==> config.mk <==
export PLATFORM = sky130hd
export DESIGN_NAME = imc_sched_flat
export DESIGN_NICKNAME = d
export VERILOG_FILES = /design/src/rtl/imc_sched_if.sv /design/src/rtl/imc_sched.sv /design/src/flat_wrapper.sv
export SDC_FILE = /design/constraint.sdc
export NUM_CORES = 1
export LEC_CHECK = 0
export CAP_MARGIN = 20
export CELL_PAD_IN_SITES_DETAIL_PLACEMENT = 0
export CELL_PAD_IN_SITES_GLOBAL_PLACEMENT = 1
export CORE_AREA = 2 2 181 183
export CTS_BUF_LIST = sky130_fd_sc_hd__clkbuf_8
export DETAILED_ROUTE_END_ITERATION = 16
export DIE_AREA = 0 0 183 185
export PLACE_DENSITY_LB_ADDON = 0.25
export SYNTH_ARGS = -nofsm -noshare
export SYNTH_HDL_FRONTEND = slang
export SYNTH_SLANG_ARGS = --single-unit
==> constraint.sdc <==
create_clock -name clk -period 2.2 [get_ports clk]
set_input_delay 0.22 -clock clk [delete_from_list [all_inputs] [get_ports clk]]
set_output_delay 0.22 -clock clk [all_outputs]
set_load 0.03 [all_outputs]
==> src/rtl/imc_sched_if.sv <==
// imc_sched_if: requester, imc-core and response signals of the imc scheduler
interface imc_sched_if #(
   parameter int WIDTH = 16,
   parameter int NREQ  = 4
);
   localparam int IW = $clog2(NREQ);
   logic [NREQ-1:0]       req_valid;
   logic [NREQ-1:0]       req_ready;
   logic [NREQ*WIDTH-1:0] req_a, req_b, req_c, req_d;
   logic                  imc_start;
   logic [WIDTH-1:0]      imc_aIn, imc_bIn, imc_cIn, imc_dIn;
   logic                  imc_ready;
   logic [WIDTH-1:0]      imc_aOut, imc_bOut, imc_cOut, imc_dOut;
   logic                  imc_aOut_sign, imc_bOut_sign, imc_cOut_sign, imc_dOut_sign;
   logic                  rsp_valid;
   logic                  rsp_ready;
   logic [IW-1:0]         rsp_id;
   logic [WIDTH-1:0]      rsp_a, rsp_b, rsp_c, rsp_d;
   logic                  rsp_a_sign, rsp_b_sign, rsp_c_sign, rsp_d_sign;
   logic                  rsp_err;

   modport slave (
      input  req_valid, req_a, req_b, req_c, req_d,
      input  imc_ready, imc_aOut, imc_bOut, imc_cOut, imc_dOut,
      input  imc_aOut_sign, imc_bOut_sign, imc_cOut_sign, imc_dOut_sign,
      input  rsp_ready,
      output req_ready, imc_start, imc_aIn, imc_bIn, imc_cIn, imc_dIn,
      output rsp_valid, rsp_id, rsp_a, rsp_b, rsp_c, rsp_d,
      output rsp_a_sign, rsp_b_sign, rsp_c_sign, rsp_d_sign, rsp_err
   );

   modport master (
      output req_valid, req_a, req_b, req_c, req_d,
      output imc_ready, imc_aOut, imc_bOut, imc_cOut, imc_dOut,
      output imc_aOut_sign, imc_bOut_sign, imc_cOut_sign, imc_dOut_sign,
      output rsp_ready,
      input  req_ready, imc_start, imc_aIn, imc_bIn, imc_cIn, imc_dIn,
      input  rsp_valid, rsp_id, rsp_a, rsp_b, rsp_c, rsp_d,
      input  rsp_a_sign, rsp_b_sign, rsp_c_sign, rsp_d_sign, rsp_err
   );
endinterface

==> src/rtl/imc_sched.sv <==
// imc_sched: round-robin sharing of one imc core among NREQ requesters; IMC_SCHED_WATCHDOG_EN adds a WAIT-state watchdog
module imc_sched #(
   parameter int WIDTH   = 16,
   parameter int NREQ    = 4,
   parameter int TIMEOUT = 1024
) (
   input logic        clk,
   input logic        rst,
   imc_sched_if.slave bus
);
   localparam int IW = $clog2(NREQ);
   typedef enum logic [1:0] {IDLE, ISSUE, WAIT, RESP} state_t;
   state_t                          state, state_nx;
   logic [IW-1:0]                   last_grant, grant, idx, id_q;
   logic                            any, timeout;
   logic [NREQ-1:0][3:0][WIDTH-1:0] req_ops;
   logic [3:0][WIDTH-1:0]           op_q, res_q;
   logic [3:0]                      sign_q;

   if (NREQ < 2 || NREQ > 8 || TIMEOUT < 2) begin : g_bad_cfg
      $error("imc_sched: unsupported parameters");
   end

   for (genvar i = 0; i < NREQ; i++) begin : g_ops
      assign req_ops[i] = {bus.req_d[i*WIDTH +: WIDTH], bus.req_c[i*WIDTH +: WIDTH],
                           bus.req_b[i*WIDTH +: WIDTH], bus.req_a[i*WIDTH +: WIDTH]};
   end

   // round-robin pick: scan downward so the nearest index after last_grant wins
   always_comb begin
      grant = last_grant;
      idx   = '0;
      any   = 1'b0;
      for (int k = NREQ; k >= 1; k--) begin
         idx = IW'((int'(last_grant) + k) % NREQ);
         if (bus.req_valid[idx]) begin
            grant = idx;
            any   = 1'b1;
         end
      end
   end

   // next state: one job in flight, response must be consumed before the next grant
   always_comb begin
      state_nx = state;
      case (state)
         IDLE:    state_nx = any ? ISSUE : IDLE;
         ISSUE:   state_nx = WAIT;
         WAIT:    state_nx = (bus.imc_ready || timeout) ? RESP : WAIT;
         default: state_nx = bus.rsp_ready ? IDLE : RESP;
      endcase
   end

   // state register
   always_ff @(posedge clk) begin
      if (rst) state <= IDLE;
      else     state <= state_nx;
   end

   // operand latch on grant, result capture on core completion (zeros on timeout)
   always_ff @(posedge clk) begin
      if (rst) begin
         last_grant <= IW'(NREQ - 1);
         id_q       <= '0;
         op_q       <= '0;
         res_q      <= '0;
         sign_q     <= '0;
      end else begin
         if (state == IDLE && any) begin
            last_grant <= grant;
            id_q       <= grant;
            op_q       <= req_ops[grant];
         end
         if (state == WAIT && (bus.imc_ready || timeout)) begin
            res_q  <= bus.imc_ready ? {bus.imc_dOut, bus.imc_cOut, bus.imc_bOut, bus.imc_aOut} : '0;
            sign_q <= bus.imc_ready ? {bus.imc_dOut_sign, bus.imc_cOut_sign,
                                       bus.imc_bOut_sign, bus.imc_aOut_sign} : '0;
         end
      end
   end

`ifdef IMC_SCHED_WATCHDOG_EN
   localparam int CW = $clog2(TIMEOUT);
   logic [CW-1:0] cnt;
   logic          err_q;
   assign timeout = state == WAIT && !bus.imc_ready && cnt == CW'(TIMEOUT - 1);
   // count WAIT cycles from zero; the error flag follows how WAIT was left
   always_ff @(posedge clk) begin
      if (rst) begin
         cnt   <= '0;
         err_q <= 1'b0;
      end else begin
         cnt <= state == WAIT ? cnt + 1'b1 : '0;
         if (state == WAIT && (bus.imc_ready || timeout)) err_q <= timeout;
      end
   end
   assign bus.rsp_err = err_q;
`else
   assign timeout     = 1'b0;
   assign bus.rsp_err = 1'b0;
`endif

   assign bus.req_ready = (state == IDLE && any && !rst) ? NREQ'(1) << grant : '0;
   assign bus.imc_start = state == ISSUE;
   assign {bus.imc_dIn, bus.imc_cIn, bus.imc_bIn, bus.imc_aIn} = op_q;
   assign bus.rsp_valid = state == RESP;
   assign bus.rsp_id    = id_q;
   assign {bus.rsp_d, bus.rsp_c, bus.rsp_b, bus.rsp_a} = res_q;
   assign {bus.rsp_d_sign, bus.rsp_c_sign, bus.rsp_b_sign, bus.rsp_a_sign} = sign_q;
endmodule

==> src/flat_wrapper.sv <==
// flat-port wrapper written by rule: the top's interface ports become plain ports
module imc_sched_flat 
#(
   parameter int WIDTH   = 16,
   parameter int NREQ    = 4,
   parameter int TIMEOUT = 1024
)
  (clk, rst, bus_req_valid, bus_req_a, bus_req_b, bus_req_c, bus_req_d, bus_imc_ready, bus_imc_aOut, bus_imc_bOut, bus_imc_cOut, bus_imc_dOut, bus_imc_aOut_sign, bus_imc_bOut_sign, bus_imc_cOut_sign, bus_imc_dOut_sign, bus_rsp_ready, bus_req_ready, bus_imc_start, bus_imc_aIn, bus_imc_bIn, bus_imc_cIn, bus_imc_dIn, bus_rsp_valid, bus_rsp_id, bus_rsp_a, bus_rsp_b, bus_rsp_c, bus_rsp_d, bus_rsp_a_sign, bus_rsp_b_sign, bus_rsp_c_sign, bus_rsp_d_sign, bus_rsp_err);
  imc_sched_if #(.WIDTH(WIDTH), .NREQ(NREQ)) bus_i ();
  input logic clk;
  input logic rst;
  input wire logic [$bits(bus_i.req_valid)-1:0] bus_req_valid;
  input wire logic [$bits(bus_i.req_a)-1:0] bus_req_a;
  input wire logic [$bits(bus_i.req_b)-1:0] bus_req_b;
  input wire logic [$bits(bus_i.req_c)-1:0] bus_req_c;
  input wire logic [$bits(bus_i.req_d)-1:0] bus_req_d;
  input wire logic [$bits(bus_i.imc_ready)-1:0] bus_imc_ready;
  input wire logic [$bits(bus_i.imc_aOut)-1:0] bus_imc_aOut;
  input wire logic [$bits(bus_i.imc_bOut)-1:0] bus_imc_bOut;
  input wire logic [$bits(bus_i.imc_cOut)-1:0] bus_imc_cOut;
  input wire logic [$bits(bus_i.imc_dOut)-1:0] bus_imc_dOut;
  input wire logic [$bits(bus_i.imc_aOut_sign)-1:0] bus_imc_aOut_sign;
  input wire logic [$bits(bus_i.imc_bOut_sign)-1:0] bus_imc_bOut_sign;
  input wire logic [$bits(bus_i.imc_cOut_sign)-1:0] bus_imc_cOut_sign;
  input wire logic [$bits(bus_i.imc_dOut_sign)-1:0] bus_imc_dOut_sign;
  input wire logic [$bits(bus_i.rsp_ready)-1:0] bus_rsp_ready;
  output wire logic [$bits(bus_i.req_ready)-1:0] bus_req_ready;
  output wire logic [$bits(bus_i.imc_start)-1:0] bus_imc_start;
  output wire logic [$bits(bus_i.imc_aIn)-1:0] bus_imc_aIn;
  output wire logic [$bits(bus_i.imc_bIn)-1:0] bus_imc_bIn;
  output wire logic [$bits(bus_i.imc_cIn)-1:0] bus_imc_cIn;
  output wire logic [$bits(bus_i.imc_dIn)-1:0] bus_imc_dIn;
  output wire logic [$bits(bus_i.rsp_valid)-1:0] bus_rsp_valid;
  output wire logic [$bits(bus_i.rsp_id)-1:0] bus_rsp_id;
  output wire logic [$bits(bus_i.rsp_a)-1:0] bus_rsp_a;
  output wire logic [$bits(bus_i.rsp_b)-1:0] bus_rsp_b;
  output wire logic [$bits(bus_i.rsp_c)-1:0] bus_rsp_c;
  output wire logic [$bits(bus_i.rsp_d)-1:0] bus_rsp_d;
  output wire logic [$bits(bus_i.rsp_a_sign)-1:0] bus_rsp_a_sign;
  output wire logic [$bits(bus_i.rsp_b_sign)-1:0] bus_rsp_b_sign;
  output wire logic [$bits(bus_i.rsp_c_sign)-1:0] bus_rsp_c_sign;
  output wire logic [$bits(bus_i.rsp_d_sign)-1:0] bus_rsp_d_sign;
  output wire logic [$bits(bus_i.rsp_err)-1:0] bus_rsp_err;
  assign bus_i.req_valid = bus_req_valid;
  assign bus_i.req_a = bus_req_a;
  assign bus_i.req_b = bus_req_b;
  assign bus_i.req_c = bus_req_c;
  assign bus_i.req_d = bus_req_d;
  assign bus_i.imc_ready = bus_imc_ready;
  assign bus_i.imc_aOut = bus_imc_aOut;
  assign bus_i.imc_bOut = bus_imc_bOut;
  assign bus_i.imc_cOut = bus_imc_cOut;
  assign bus_i.imc_dOut = bus_imc_dOut;
  assign bus_i.imc_aOut_sign = bus_imc_aOut_sign;
  assign bus_i.imc_bOut_sign = bus_imc_bOut_sign;
  assign bus_i.imc_cOut_sign = bus_imc_cOut_sign;
  assign bus_i.imc_dOut_sign = bus_imc_dOut_sign;
  assign bus_i.rsp_ready = bus_rsp_ready;
  assign bus_req_ready = bus_i.req_ready;
  assign bus_imc_start = bus_i.imc_start;
  assign bus_imc_aIn = bus_i.imc_aIn;
  assign bus_imc_bIn = bus_i.imc_bIn;
  assign bus_imc_cIn = bus_i.imc_cIn;
  assign bus_imc_dIn = bus_i.imc_dIn;
  assign bus_rsp_valid = bus_i.rsp_valid;
  assign bus_rsp_id = bus_i.rsp_id;
  assign bus_rsp_a = bus_i.rsp_a;
  assign bus_rsp_b = bus_i.rsp_b;
  assign bus_rsp_c = bus_i.rsp_c;
  assign bus_rsp_d = bus_i.rsp_d;
  assign bus_rsp_a_sign = bus_i.rsp_a_sign;
  assign bus_rsp_b_sign = bus_i.rsp_b_sign;
  assign bus_rsp_c_sign = bus_i.rsp_c_sign;
  assign bus_rsp_d_sign = bus_i.rsp_d_sign;
  assign bus_rsp_err = bus_i.rsp_err;
  imc_sched #(.WIDTH(WIDTH), .NREQ(NREQ), .TIMEOUT(TIMEOUT)) u_core (.clk(clk), .rst(rst), .bus(bus_i));
endmodule
After elaboration in Yosys (flattened, before gate mapping)
Cells that the tools add are included.

cells by class
  shift operators = 1
  eq/ne operators = 3
  $lt $le $gt $ge = 5
  muxes and demuxes = 25
  reduce and logical (&&, ||, !) cells = 5
  add/sub/neg operators = 4

operators with widths
  cell                                                        count
  binary-select mux 64 bit (select 2 bit)                     1
  2-to-1 mux 64 bit                                           2
  less-than comparator 2 x 3 -> 1 bit, second input constant  5
  2-to-1 mux 1 bit                                            10
  2-to-1 mux 2 bit                                            5
  binary-select mux 1 bit (select 2 bit)                      4
  2-to-1 mux 4 bit                                            2
  case mux 2 bit (3 select lines)                             1
  adder 2 x 1 -> 2 bit, second input constant                 2
  adder 2 bit, second input constant                          2
  equality test 2 bit, second input constant                  2
  << shifter 1 x 2 -> 4 bit, first input constant             1
  logical AND 1 bit                                           3
  equality test 2 x 1 -> 1 bit, second input constant         1
  logical NOT 2 bit                                           1
  logical NOT 1 bit                                           1

storage, ports and cells
  output and inout bits = 141
  bits in registers = 138

Depth between registers and ports, before layout
Gate-level depths: netlist of run 1.

  depth after elaboration = 10
  mapped depth = 9
  mapped depth without buffers = 7

Worst setup path after synthesis of run 1
OpenSTA, ideal clock, no wires.

  kind = flip-flop to output port
  from = reg u_core.last_grant[1]
  to = out bus_req_ready[0]
  arrival time = 2.056 ns
  buffers on the path = 3
  path slack = -0.076 ns
  stages on the path, launching flop included = 7
  cells stage by stage = dfxtp_1 > buf_2 > nor3_1 > buf_2 > buf_1 > nand2_1 > a211oi_1

between the ends
  cells in the longest elaborated chain, start to end = 10

RTL lines
  element                                 line                RTL
  from (decl)                             imc_sched.sv:14     logic [IW-1:0] last_grant, grant, idx, id_q;
  from (signal assigned)                  imc_sched.sv:63     last_grant <= IW'(NREQ - 1);
  from (signal assigned)                  imc_sched.sv:70     last_grant <= grant;
  adder 2 x 1 -> 2 bit                    imc_sched.sv:35     idx = IW'((int'(last_grant) + k) % NREQ);
  binary-select mux 1 bit (select 2 bit)  imc_sched.sv:36     if (bus.req_valid[idx]) begin
  2-to-1 mux 1 bit (not written as such)  imc_sched.sv:36
  2-to-1 mux 1 bit (4 in a row)           imc_sched.sv:36
  logical AND 1 bit (2 in a row)          imc_sched.sv:103    assign bus.req_ready = (state == IDLE && any && !rst) ? NREQ'(1) << grant : '0;
  2-to-1 mux 4 bit *                      imc_sched.sv:103
  to (decl)                               flat_wrapper.sv:27  output wire logic [$bits(bus_i.req_ready)-1:0] bus_req_ready;

Mark *: on every way between the ends. The rest lies on a longest branch, timed or not. The select of a mux whose other input is x is not followed.

Worst setup path in the final report of run 1
  from = in bus_req_valid[2]
  to = out bus_req_ready[3]

between the ends
  cells in the longest elaborated chain, start to end = 9

RTL lines
  element                                 line                RTL
  from (decl)                             flat_wrapper.sv:12  input wire logic [$bits(bus_i.req_valid)-1:0] bus_req_valid;
  binary-select mux 1 bit (select 2 bit)  imc_sched.sv:36
  2-to-1 mux 1 bit (not written as such)  imc_sched.sv:36
  2-to-1 mux 1 bit (4 in a row)           imc_sched.sv:36
  logical AND 1 bit (2 in a row)          imc_sched.sv:103
  2-to-1 mux 4 bit *                      imc_sched.sv:103

Marked as above.

==> results.md, run 1 <==
- Status: complete, no violations
- Initial core utilization: around a quarter
- Skew final: 0.01445 ns
- Worst Setup Start Kind: input port
- First-pass GRT wire length: roughly 52,000 um
- Crit-path max FO: 7
- DR WL/cell: ~18 um
- WP data arrival: 1.87 ns
- VDD IR max: slightly above 500 uV
- HP Start: rst
- Worst slew margin: between 60 and 70%
- Clock Tree Buf Depth: 2
- Final Hold Slack: roughly 0.27 ns
- Port Buffers: ~470
- Layout Nets: between 1.5k and 2k
- IO Pins: 473
- Dominant synthesized flop cell: dfxtp_1
- Actual slew at the worst max-slew pin: around 0.53 ns
- Post-synthesis async set-or-reset flop share: 0%
- Post-Route WL: between 30,000 and 40,000 um
- Post-DP HPWL: between 20,000 and 30,000 um
- Synth top area share: 34.93%
- Final Cycle Share: approximately 95%
- Layout cell share with drive strength beyond 1: around 8.3%
- Reg-to-reg slack, setup: about 0.17 ns
- # rows: between 60 and 70
- Max Slew Vio Count: 0
- TritonCTS clock tree: built
- RSZ-0062 raised after global routing: no
- Number of flops mapped to enable cells by yosys: 0
- Post-Synthesis Cells: ~1.1k
- Hold EP: u_core.bus.rsp_c[5]
- MaxCap Viol Count: 0
- Total power: 15.86 mW
- Clk pin slew, worst setup/hold paths: about 0.08 ns
- Synth top area cells: dfxtp_1 35%, nand2_1 13%, a21oi_1 8.7%
- Global route overflow: 0
- Clock root buffer: clkbuf_8
- H-Tree Depth: 4
- Worst hold stages: 2
- Remaining DRCs: 0
- Top-count cell post-synth: nand2_1
- Number of routed nets with antenna violations: 0
- Chip width: 183 um
- Yosys warnings: 0
- Vias per cell: 4.704
- Height of the die: ~190 um
- R2R cell count: 8
- CP Capture Type: primary output
- Synth Area per Inst: around 7.0 um^2
- GRT Util Overall: about 20%
- Hold Vio Cnt, Final: 0
- Hold WC Path Type: in2reg
- Finished Core Util: 44.20%
- Post-synthesis cell area: around 7900 um^2
- Clock Sinks: 138
- Most frequent cells after synthesis: 270 x nand2_1, 138 x dfxtp_1, 137 x a21oi_1, 132 x inv_1, 73 x o21ai_0
- Setup CP Type: in2out
- Routability Congestion: approximately 0.8
- Initial antenna violation count: 1
- Crit path required time: around 2 ns
- Skew-Pair Late Insertion Delay: 0.46 ns
- Placeable Area: ~32,000 um^2
- DRT iter0 DRCs: approximately 330
- R2R Path Start: u_core.last_grant[0]
- Synth area leader: dfxtp_1
- Min cycle time layout: ~2.1 ns
- Synth Register Bits: 138
- Yosys cell types: 31
- Sequential area share after synthesis: between 30% and 40%
- Largest net degree at the start of global routing: 70
- Reg2reg end: u_core.bus.imc_dIn[15]
- P per Cell Area: between 1000 and 1500 nW/um^2
- Max Clk Rate: about 480 MHz
- Vias: about 9.5k
- P&R area growth vs syn: 79.05%
- Final setup fails: 0
- Vias in the first global route: around 9k
- Drt first pass iters: 4
- DIE AREA: between 30,000 and 40,000 um^2
- Synthesized Nets: ~1.5k
- Leakage power: roughly 5.6 nW
- TritonCTS Buffers: 17
-- worst max-delay path, cell delays in order --
cell,delay [ns]
clkdlybuf4s50_1,0.44
buf_4,0.16
o41ai_4,0.38
buf_4,0.26
buf_4,0.16
nor3_2,0.05
buf_4,0.19
-- power breakdown --
| part | switching [mW] | total, mW | internal [mW] |
|---|---|---|---|
| Sequential | 0.391 | 3.60 | 3.21 |
| Combinational | 5.46 | 10.1 | 4.59 |
| Clock | 1.23 | 2.21 | 0.976 |
| Total | 7.08 | 15.9 | 8.77 |
-- metal layers --
layer / global-route usage (%) / up-vias / wire length, um
met3: 6.587 / 23 / 3130
met1: 23.43 / 4358 / 14310
met4: 4.800 / 0 / 487
met2: 35.68 / 381 / 17760
met5: 0 / - / 0
li1: - / 4787 / -
-- timing repair --
action	CTS	global route
endpoints found under the setup margin	4	4
cloned	2	1
hold buffers	0	0
gates resized for setup	8	5
buffers inserted	3	4
pin swaps	2	2
-- worst max path at each step --
| stage | startpoint | endpoint | slack [ns] | depth (start not counted) |
|---|---|---|---|---|
| 5_1_grt | u_core.state[0] | bus_rsp_valid | 0.01 | 2 |
| 3_5_place_dp | bus_req_valid[3] | u_core.bus.imc_dIn[15] | -0.16 | 8 |
| 2_1_floorplan | u_core.last_grant[0] | bus_req_ready[2] | 0.03 | 6 |
| 4_1_cts | u_core.last_grant[0] | bus_req_ready[2] | 0.003 | 6 |
| 6_report | bus_req_valid[2] | bus_req_ready[3] | 0.11 | 7 |
| 3_3_place_gp | bus_req_valid[3] | u_core.bus.imc_dIn[15] | -0.15 | 8 |
-- cells in the final DEF (no fill, tap or decap), drive strengths merged, types with 6 or more instances in the layout --
master / instances
mux2i: 65
o21ai: 132
inv: 139
a31oi: 64
clkdlybuf4s50: 466
nand2: 270
clkbuf: 19
nor2: 9
a21oi: 137
buf: 80
a2bb2oi: 64
dfxtp: 138
nor3: 6
-- area by class of cell --
class,instances,area [um^2]
Fill cell,3223,17880
Timing Repair Buffer,549,5625
Multi-Input combinational cell,770,4360
Sequential cell,138,2764
Tap cell,408,510.5
Inverter,132,495.5
Clock buffer,18,247.7
Clock inverter,14,155.1
Antenna cell,1,2.502
-- cell families after synthesis --
logic type / Yosys count / share of synthesized area, %
other: 1 / 0.04742
muxes: 65 / 8.226
buffers and inverters: 223 / 11.31
AOI/OAI and AO/OA: 408 / 30.64
adders and majority gates: 4 / 0.6328
DFF: 138 / 34.93
and+or+nand+nor: 292 / 14.21
-- flip-flops by register name, summed over array words and instances, names as in the netlist, 4 cells and up --
name	flops
u_core.sign_q	4
u_core.bus.rsp_a	16
u_core.bus.rsp_c	16
u_core.bus.imc_cIn	16
u_core.bus.imc_bIn	16
u_core.bus.imc_aIn	16
u_core.bus.imc_dIn	16
u_core.bus.rsp_b	16
u_core.bus.rsp_d	16
-- per-stage QoR --
step	TNS, ns	instance area (um^2)	setup WS, ns	std cells
after floorplan	0	7914	0.02847	1131
after global placement	-0.3180	13560	-0.1503	1987
after detailed placement	-0.8977	13560	-0.1638	1987
after CTS	0	14090	0.003236	2024
after global routing	0	14160	0.01165	2030
final	0	14160	0.1096	2030
Note: power is estimated with default switching activity, not from simulation.
==> inputs of run 2 (changes only) <==
--- a/config.mk
+++ b/config.mk
@@ -5,7 +5,6 @@
 export SDC_FILE = /design/constraint.sdc
 export NUM_CORES = 1
 export LEC_CHECK = 0
-export CAP_MARGIN = 20
 export CELL_PAD_IN_SITES_DETAIL_PLACEMENT = 0
 export CELL_PAD_IN_SITES_GLOBAL_PLACEMENT = 1
 export CORE_AREA = 2 2 181 183
@@ -13,6 +12,7 @@
 export DETAILED_ROUTE_END_ITERATION = 16
 export DIE_AREA = 0 0 183 185
 export PLACE_DENSITY_LB_ADDON = 0.25
+export SKIP_CTS_REPAIR_TIMING = 1
 export SYNTH_ARGS = -nofsm -noshare
 export SYNTH_HDL_FRONTEND = slang
 export SYNTH_SLANG_ARGS = --single-unit
==> results.md, run 2 (synthesized netlist as in run 1, its figures left out) <==
- P&R area growth vs syn: 79.10%
- Number of routed nets with antenna violations: 0
- Vias: about 9.5k
- Status: complete, no violations
- Skew-Pair Late Insertion Delay: 0.46 ns
- Layout cell share with drive strength beyond 1: 8.318%
- Vias per cell: approximately 4.7
- Crit-path max FO: 7
- Drt first pass iters: 5
- Hold WC Path Type: in2reg
- Finished Core Util: between 40% and 50%
- DR WL/cell: between 15 and 20 um
- Commonest non-fill, non-tap cell in the layout: clkdlybuf4s50_1
- IO Pins: 473
- Clock Sinks: 138
- Actual slew at the worst max-slew pin: ~0.54 ns
- Final Cycle Share: roughly 96%
- Commonest non-fill, non-tap cells in the layout: 466 x clkdlybuf4s50_1, 269 x nand2_1, 137 x a21oi_1, 137 x dfxtp_1, 131 x inv_1
- Total power: around 16 mW
- GRT Util Overall: between 10% and 20%
- Setup CP Type: in2out
- Vias in the first global route: 8,945
- Placed instance area: between 10,000 and 15,000 um^2
- Worst Setup Start Kind: input port
- # rows: 66
- Final setup fails: 0
- TritonCTS Buffers: 17
- Remaining DRCs: 0
- Post-DP HPWL: ~26,000 um
- Initial core utilization: between 20% and 30%
- RSZ-0062 raised after global routing: no
- Layout Nets: between 1.5k and 2k
- Hold Vio Cnt, Final: 0
- Max Clk Rate: 475.9 MHz
- Leakage power: ~5.6 nW
- Chip width: between 150 and 200 um
- Port Buffers: about 470
- DIE AREA: about 34,000 um^2
- Global route overflow: 0
- Post-route setup slack: a little under 0.1 ns
- Min cycle time layout: about 2.1 ns
- TritonCTS clock tree: built
- Placeable Area: 32,040 um^2
- Worst slew margin: roughly 64%
- Initial antenna violation count: 1
- CP Capture Type: primary output
- MaxCap Viol Count: 0
- Final instance area: 14,160 um^2
- Clock root buffer: clkbuf_8
- Skew final: between 0.015 and 0.02 ns
- Post-Route WL: approximately 36,000 um
- Pre-CTS setup slack: -0.1638 ns
- Clock Tree Buf Depth: 2
- WP data arrival: ~1.9 ns
- Routability Congestion: just over 0.8
- First-pass GRT wire length: 51,610 um
- VDD IR max: a little over 500 uV
- Clk pin slew, worst setup/hold paths: ~0.09 ns
- Crit path required time: between 1.5 and 2 ns
- DRT iter0 DRCs: around 310
- H-Tree Depth: 4
- Height of the die: 185 um
- Max Slew Vio Count: 0
- Largest net degree at the start of global routing: 70
- P per Cell Area: ~1100 nW/um^2
-- run 2: cell types whose count changed in the layout (fill, tap and decap cells not counted), sizes merged --
cell,change
bufbuf,-2
buf,+2
clkbuf,+2
-- run 2: critical path, cell delays in order --
cell and delay [ns]:
clkdlybuf4s50_1 0.44, buf_4 0.16, o41ai_4 0.40, buf_6 0.22, buf_4 0.20, nor3_4 0.06, buf_12 0.16
-- run 2: layout make-up --
cell class | instances | area, um^2
clock inverter | 14 | 155.1
antenna | 1 | 2.502
inverter | 132 | 495.5
fill | 3228 | 17880
timing repair buffer | 551 | 5629
multi-input combinational | 770 | 4360
clock buffer | 18 | 247.7
sequential | 138 | 2764
tap | 408 | 510.5
-- run 2: per-stage QoR --
| step | cells | hold WS [ns] | TNS [ns] |
|---|---|---|---|
| after floorplan | 1131 | 0.3323 | 0 |
| after global placement | 1987 | 0.4404 | -0.3180 |
| after detailed placement | 1987 | 0.4455 | -0.8977 |
| after CTS | 2019 | 0.2098 | -0.7051 |
| after global routing | 2032 | 0.2365 | 0 |
| final | 2032 | 0.2711 | 0 |
-- run 2: path summary, 6_finish.rpt --
check        slack (ns)  depth (start not counted)                      to                  from
max                 0.1                          7        bus_req_ready[2]      bus_req_valid[2]
max reg2reg        0.18                          8  u_core.bus.imc_dIn[15]  u_core.last_grant[0]
min reg2reg        0.46                          2    u_core.bus.rsp_d[12]  u_core.bus.rsp_d[12]
min                0.27                          2    u_core.bus.rsp_id[1]                   rst
-- run 2: routing by layer --
layer	routed length, um	vias to the layer above	global-route usage [%]	part of all wire (%)
met5	0	-	0	0
met4	507	0	4.960	1.4
met3	3062	23	6.823	8.6
met2	17700	351	35.27	50
met1	14290	4357	22.62	40
li1	-	4792	-	-
-- run 2: power breakdown --
part	total, mW	internal [mW]	switching [mW]
logic	10.0	4.58	5.46
clock network	2.21	0.976	1.23
registers	3.60	3.21	0.388
